$ cat config.mk
export PLATFORM = sky130hd
export DESIGN_NAME = ps2_kbd_ctrl
export DESIGN_NICKNAME = d
export VERILOG_FILES = /design/src/rtl/ps2_kbd_ctrl.sv
export SDC_FILE = /design/constraint.sdc
export NUM_CORES = 1
export LEC_CHECK = 0
export ABC_CLOCK_PERIOD_IN_PS = 3900
export BUFFER_PORTS_ARGS = -buffer_cell sky130_fd_sc_hd__buf_2
export CAP_MARGIN = 20
export CORE_ASPECT_RATIO = 1.4
export CORE_MARGIN = 4
export CORE_UTILIZATION = 40
export CTS_CLUSTER_SIZE = 8
export DETAILED_ROUTE_END_ITERATION = 12
export SYNTH_ARGS = -nofsm -noshare
export SYNTH_HDL_FRONTEND = slang
export SYNTH_SLANG_ARGS = --single-unit
$ cat constraint.sdc
create_clock -name clk -period 3.9 [get_ports clk]
set_input_delay 0.195 -clock clk [delete_from_list [all_inputs] [get_ports clk]]
set_output_delay 0.195 -clock clk [all_outputs]
set_load 0.05 [all_outputs]
$ cat src/rtl/ps2_kbd_ctrl.sv
// Keyboard-side PS/2 sequencer: power-up reset/BAT handshake, LED updates with
// ACK/resend/timeout handling, and forwarding of all other received bytes.
module ps2_kbd_ctrl #(
  parameter int unsigned POWERUP_CYC = 50000000,
  parameter int unsigned ACK_TIMEOUT = 2000000,
  parameter int unsigned BAT_TIMEOUT = 100000000,
  parameter int unsigned MAX_RETRY   = 3,
  parameter int unsigned CNT_W       = 27
) (
  input  logic       clk,
  input  logic       rst,
  input  logic [7:0] rx_data,
  input  logic       rx_ready,
  output logic       tx_start,
  output logic [7:0] tx_data,
  input  logic       tx_busy,
  input  logic       tx_done,
  input  logic       led_req,
  input  logic [2:0] led_val,
  input  logic       init_req,
  output logic [7:0] key_data,
  output logic       key_valid,
  output logic       kbd_ready,
  output logic       kbd_fail
);

  localparam int unsigned RTY_W = $clog2(MAX_RETRY + 2);

  localparam logic [CNT_W-1:0] PWR_LAST   = CNT_W'(POWERUP_CYC - 1);
  localparam logic [CNT_W-1:0] ACK_LAST   = CNT_W'(ACK_TIMEOUT - 1);
  localparam logic [CNT_W-1:0] BAT_LAST   = CNT_W'(BAT_TIMEOUT - 1);
  localparam logic [RTY_W-1:0] RTY_LIMIT  = RTY_W'(MAX_RETRY);

  localparam logic [7:0] CMD_RST     = 8'hFF;
  localparam logic [7:0] CMD_LED     = 8'hED;
  localparam logic [7:0] RSP_ACK     = 8'hFA;
  localparam logic [7:0] RSP_RESEND  = 8'hFE;
  localparam logic [7:0] RSP_BAT_OK  = 8'hAA;
  localparam logic [7:0] RSP_BAT_ERR = 8'hFC;

  typedef enum logic [2:0] {
    ST_PWRUP,
    ST_TX,
    ST_TX_WAIT,
    ST_WAIT_ACK,
    ST_WAIT_BAT,
    ST_READY,
    ST_FAIL
  } state_t;

  typedef enum logic [1:0] {
    BY_RST,
    BY_LEDCMD,
    BY_LEDVAL
  } byte_t;

  state_t           state_q,     state_d;
  byte_t            byte_sel_q,  byte_sel_d;
  logic [CNT_W-1:0] cnt_q,       cnt_d;
  logic [RTY_W-1:0] retry_q,     retry_d;
  logic             tx_start_q,  tx_start_d;
  logic [7:0]       tx_data_q,   tx_data_d;
  logic [7:0]       key_data_q,  key_data_d;
  logic             key_valid_q, key_valid_d;
  logic             kbd_ready_q, kbd_ready_d;
  logic             kbd_fail_q,  kbd_fail_d;
  logic [2:0]       led_reg_q,   led_reg_d;
  logic             led_pend_q,  led_pend_d;

  logic [CNT_W-1:0] cnt_inc;
  logic [RTY_W-1:0] retry_inc;
  logic             retry_over;
  logic             consume;

  assign cnt_inc    = (&cnt_q) ? cnt_q : cnt_q + CNT_W'(1);
  assign retry_inc  = retry_q + RTY_W'(1);
  assign retry_over = (retry_inc > RTY_LIMIT);

  // Next-state, command byte selection, retry/timeout and forwarding decisions.
  always_comb begin
    state_d     = state_q;
    byte_sel_d  = byte_sel_q;
    cnt_d       = cnt_inc;
    retry_d     = retry_q;
    tx_start_d  = 1'b0;
    tx_data_d   = tx_data_q;
    key_data_d  = key_data_q;
    key_valid_d = 1'b0;
    led_reg_d   = led_reg_q;
    led_pend_d  = led_pend_q;
    consume     = 1'b0;

    case (state_q)
      ST_PWRUP: begin
        if (cnt_q >= PWR_LAST) begin
          state_d    = ST_TX;
          byte_sel_d = BY_RST;
          tx_data_d  = CMD_RST;
          retry_d    = {RTY_W{1'b0}};
        end else begin
          state_d = ST_PWRUP;
        end
      end

      ST_TX: begin
        if (!tx_busy) begin
          tx_start_d = 1'b1;
          state_d    = ST_TX_WAIT;
        end else begin
          state_d = ST_TX;
        end
      end

      ST_TX_WAIT: begin
        if (tx_done) begin
          cnt_d   = {CNT_W{1'b0}};
          state_d = ST_WAIT_ACK;
        end else begin
          state_d = ST_TX_WAIT;
        end
      end

      // A received byte always takes precedence over a coincident timeout.
      ST_WAIT_ACK: begin
        if (rx_ready) begin
          if (rx_data == RSP_ACK) begin
            consume = 1'b1;
            retry_d = {RTY_W{1'b0}};
            cnt_d   = {CNT_W{1'b0}};
            case (byte_sel_q)
              BY_RST:    state_d = ST_WAIT_BAT;
              BY_LEDCMD: begin
                state_d    = ST_TX;
                byte_sel_d = BY_LEDVAL;
                tx_data_d  = {5'b00000, led_reg_q};
              end
              BY_LEDVAL: state_d = ST_READY;
              default:   state_d = ST_FAIL;
            endcase
          end else if (rx_data == RSP_RESEND) begin
            consume = 1'b1;
            retry_d = retry_inc;
            state_d = retry_over ? ST_FAIL : ST_TX;
          end else begin
            state_d = ST_WAIT_ACK;
          end
        end else if (cnt_q >= ACK_LAST) begin
          retry_d = retry_inc;
          state_d = retry_over ? ST_FAIL : ST_TX;
        end else begin
          state_d = ST_WAIT_ACK;
        end
      end

      ST_WAIT_BAT: begin
        if (rx_ready) begin
          if (rx_data == RSP_BAT_OK) begin
            consume = 1'b1;
            state_d = ST_READY;
          end else if (rx_data == RSP_BAT_ERR) begin
            consume    = 1'b1;
            retry_d    = retry_inc;
            byte_sel_d = BY_RST;
            tx_data_d  = CMD_RST;
            state_d    = retry_over ? ST_FAIL : ST_TX;
          end else begin
            state_d = ST_WAIT_BAT;
          end
        end else if (cnt_q >= BAT_LAST) begin
          retry_d    = retry_inc;
          byte_sel_d = BY_RST;
          tx_data_d  = CMD_RST;
          state_d    = retry_over ? ST_FAIL : ST_TX;
        end else begin
          state_d = ST_WAIT_BAT;
        end
      end

      ST_READY: begin
        if (init_req) begin
          state_d    = ST_TX;
          byte_sel_d = BY_RST;
          tx_data_d  = CMD_RST;
          retry_d    = {RTY_W{1'b0}};
        end else if (led_pend_q) begin
          led_pend_d = 1'b0;
          state_d    = ST_TX;
          byte_sel_d = BY_LEDCMD;
          tx_data_d  = CMD_LED;
        end else begin
          state_d = ST_READY;
        end
      end

      ST_FAIL: begin
        if (init_req) begin
          state_d    = ST_TX;
          byte_sel_d = BY_RST;
          tx_data_d  = CMD_RST;
          retry_d    = {RTY_W{1'b0}};
        end else begin
          state_d = ST_FAIL;
        end
      end

      default: begin
        state_d = ST_PWRUP;
        cnt_d   = {CNT_W{1'b0}};
      end
    endcase

    if (rx_ready && !consume) begin
      key_valid_d = 1'b1;
      key_data_d  = rx_data;
    end else begin
      key_valid_d = 1'b0;
    end

    // Applied after the state case so a new request re-arms a pending flag being serviced.
    if (led_req) begin
      led_reg_d  = led_val;
      led_pend_d = 1'b1;
    end else begin
      led_reg_d = led_reg_q;
    end

    kbd_ready_d = (state_d == ST_READY);
    kbd_fail_d  = (state_d == ST_FAIL);
  end

  // State and registered outputs with synchronous reset.
  always_ff @(posedge clk) begin
    if (rst) begin
      state_q     <= ST_PWRUP;
      byte_sel_q  <= BY_RST;
      cnt_q       <= {CNT_W{1'b0}};
      retry_q     <= {RTY_W{1'b0}};
      tx_start_q  <= 1'b0;
      tx_data_q   <= 8'h00;
      key_data_q  <= 8'h00;
      key_valid_q <= 1'b0;
      kbd_ready_q <= 1'b0;
      kbd_fail_q  <= 1'b0;
      led_reg_q   <= 3'b000;
      led_pend_q  <= 1'b0;
    end else begin
      state_q     <= state_d;
      byte_sel_q  <= byte_sel_d;
      cnt_q       <= cnt_d;
      retry_q     <= retry_d;
      tx_start_q  <= tx_start_d;
      tx_data_q   <= tx_data_d;
      key_data_q  <= key_data_d;
      key_valid_q <= key_valid_d;
      kbd_ready_q <= kbd_ready_d;
      kbd_fail_q  <= kbd_fail_d;
      led_reg_q   <= led_reg_d;
      led_pend_q  <= led_pend_d;
    end
  end

  assign tx_start  = tx_start_q;
  assign tx_data   = tx_data_q;
  assign key_data  = key_data_q;
  assign key_valid = key_valid_q;
  assign kbd_ready = kbd_ready_q;
  assign kbd_fail  = kbd_fail_q;

endmodule

==> reports/results.tsv <==
metric	value	unit
vias_per_cell	5.48	
dp_hpwl	5330	um
crit_family	compound AO/OA/AOI/OAI gates	
reg2regPathDepth	8	
layout_commonest_cell	nor2_1	
slowest_delay	0.47	ns
track_usage	0.162	
coreArea	7360	um2
post_cts_resized	0	
ys_seq_area_frac	0.371	
tns	0	ns
gp_congestion	0.898	
cts_buffers	5	
io_buffers	37	
regToRegEndpoint	tx_data[1]	
first_global_vias	2522	
htree_levels	2	
critPathKind	reg2reg	
critPathArrivalTime	2.96	ns
clock_latency	0.31	ns
async_reset_ff_frac	0	
min_period	2.71	ns
num_vias	2685	
fill_cells	757	
path_clk_slew	0.09	ns
holdBufCountCts	0	
setup_viol	0	
synthDistinctLibCells	50	
num_rows	37	
antenna_found_initial	0	
antenna_cells	0	
outcome	finished clean	
p_leak	1.25	nW
nets	418	
relSlewSlack	0.273	
hold_viol	0	
synth-seq-cells	56	
start_util	0.411	
synth_ff_type	dfxtp_1	
required	4.15	ns
crit_top_cell	a21oi_1	
synthDominantCellAreaShare	0.371	
layout_common_cells	65 x nor2_1, 56 x dfxtp_1, 37 x buf_2, 28 x nand2_1, 20 x a21oi_1	
setup.worst_path.end_class	flop	
ys.warnings.count	0	
crit_path_top_delay_cell	or3_1	
cp.depth	8	
syn_inst	372	
vdd_drop_max	0.000115	V
ff2ff_setup_slack	1.19	ns
clk_path_buf_depth	2	
syn_area	3020	um2
synthToLayoutAreaGrowth	9.85	%
crit_buf_inv	0	
power	0.00104	W
die_w	81.5	um
crit_path_max_fanout	11	
grt_pass1_wl	11800	um
grt_setup_unrepaired	false	
io_pins	38	
firstDrtPassIters	4	
min_period_over_period	0.695	
startpoint_type	flop	
overflow	0	
synth_edf_count	0	
worst_pin_slew	1.09	ns
drt_wl_total	7000	um
crit_start	cnt_q[0]	
synth_top_cell_by_area	dfxtp_1	
drive_gt1_frac	0.132	
hp-class	in2reg	
drc	0	
worstPathCellList	ha_1 > a21oi_1 > nor3_1 > o2111ai_1 > a31oi_1 > o211ai_1 > or3_1 > a21oi_1	
drtIter0Drc	65	
synth_nets	396	
ctsRootBufferMaster	clkbuf_8	
fmax	369	MHz
syn_area_per_cell	8.13	um2
post_cts_buffers	0	
r2r_start	cnt_q[0]	
clkSinkCount	56	
finalClockSkew	0.00543	ns
ant_nets	0	
routedWlPerCell	14.3	um
die-area	9030	um2
grt_max_degree	28	
cts_tree	done	
drv_cap	0	
pwr_density_cell	312	nW/um2
synth.area.top_cells	dfxtp_1 37%, nor2_1 8.1%, mux2i_1 5.0%	
final_util	0.451	
die_h	111	um
cp-endpoint	tx_data[1]	
drv_slew	0	
## layer usage
layer  part of all wire  vias up  GRT usage
li1                   -     1362          -
met3              0.043       15     0.0341
met4              0.026        0     0.0643
met2               0.53       59      0.291
met5                  0        -          0
met1               0.40     1249      0.179
## synthesized netlist by cell type, types with 4 or more instances
library cell and count:
and3_1 4, buf_6 4, nor4_1 11, dfxtp_1 56, xor2_1 11, mux2i_1 15
nor2_1 65, nor2b_1 5, inv_1 10, ha_1 6, buf_2 6, and2_1 4
xnor2_1 11, o211ai_1 4, nor3_1 16, nand2_1 28, o21ai_0 12, a21oi_1 20
nand4_1 11, nand3_1 12, a31oi_1 4, clkbuf_1 8, or3_1 9
## cell families (layout without fill, tap and decap cells)
family,Yosys count,after routing,share of synthesized area
adders and majority gates,6,6,0.0248
DFF,56,56,0.371
AOI/OAI and AO/OA,59,59,0.130
xor gates and xnor gates,22,22,0.0637
buffers and inverters,33,54,0.0571
muxes,15,15,0.0497
and+or+nand+nor,181,181,0.304
## flip-flops by register name, summed over array words and instances, names as in the netlist, 2 cells and up
name and count:
key_data 8, led_reg_q 3, tx_data 5, cnt_q 27, retry_q 3, byte_sel_q 2, state_q 3
## where the power goes
| group | internal (W) | switching, W |
|---|---|---|
| registers | 0.000582 | 0.00000837 |
| clock network | 0.000185 | 0.000179 |
| logic | 0.0000278 | 0.0000549 |
## layout make-up
type	instances	area, um2	area share
multi-input cells	283	1730	0.521
inverters	10	37.5	0.0113
repair buffers	38	213	0.0641
well taps	97	121	0.0365
clock inverters	1	30.0	0.00904
flip-flops and latches	56	1120	0.338
clock buffers	5	68.8	0.0207
## worst min-delay path, cell delays in order
cell	delay, ns
buf_2	0.07
mux2i_1	0.05
nor2_1	0.07
## how the worst min path moves through the flow
stage | start | depth (start not counted) | endpoint
2_1_floorplan | led_req | 2 | led_pend_q
3_3_place_gp | led_val[2] | 3 | led_reg_q[2]
3_5_place_dp | tx_data[1] | 2 | tx_data[1]
4_1_cts | led_val[0] | 3 | led_reg_q[0]
5_1_grt | led_val[0] | 3 | led_reg_q[0]
6_report | led_val[0] | 3 | led_reg_q[0]
## metrics by stage
stage / hold WS, ns / setup slack, ns / std cells / cell area, um2
3_5_place_dp: 0.443 / 1.23 / 483 / 3190
6_report: 0.113 / 1.19 / 490 / 3320
4_1_cts: 0.110 / 1.20 / 489 / 3290
5_1_grt: 0.148 / 0.820 / 490 / 3320
2_1_floorplan: 0.312 / 1.68 / 372 / 3020
3_3_place_gp: 0.429 / 1.31 / 483 / 3190
Power figures use the tool's default switching activity.
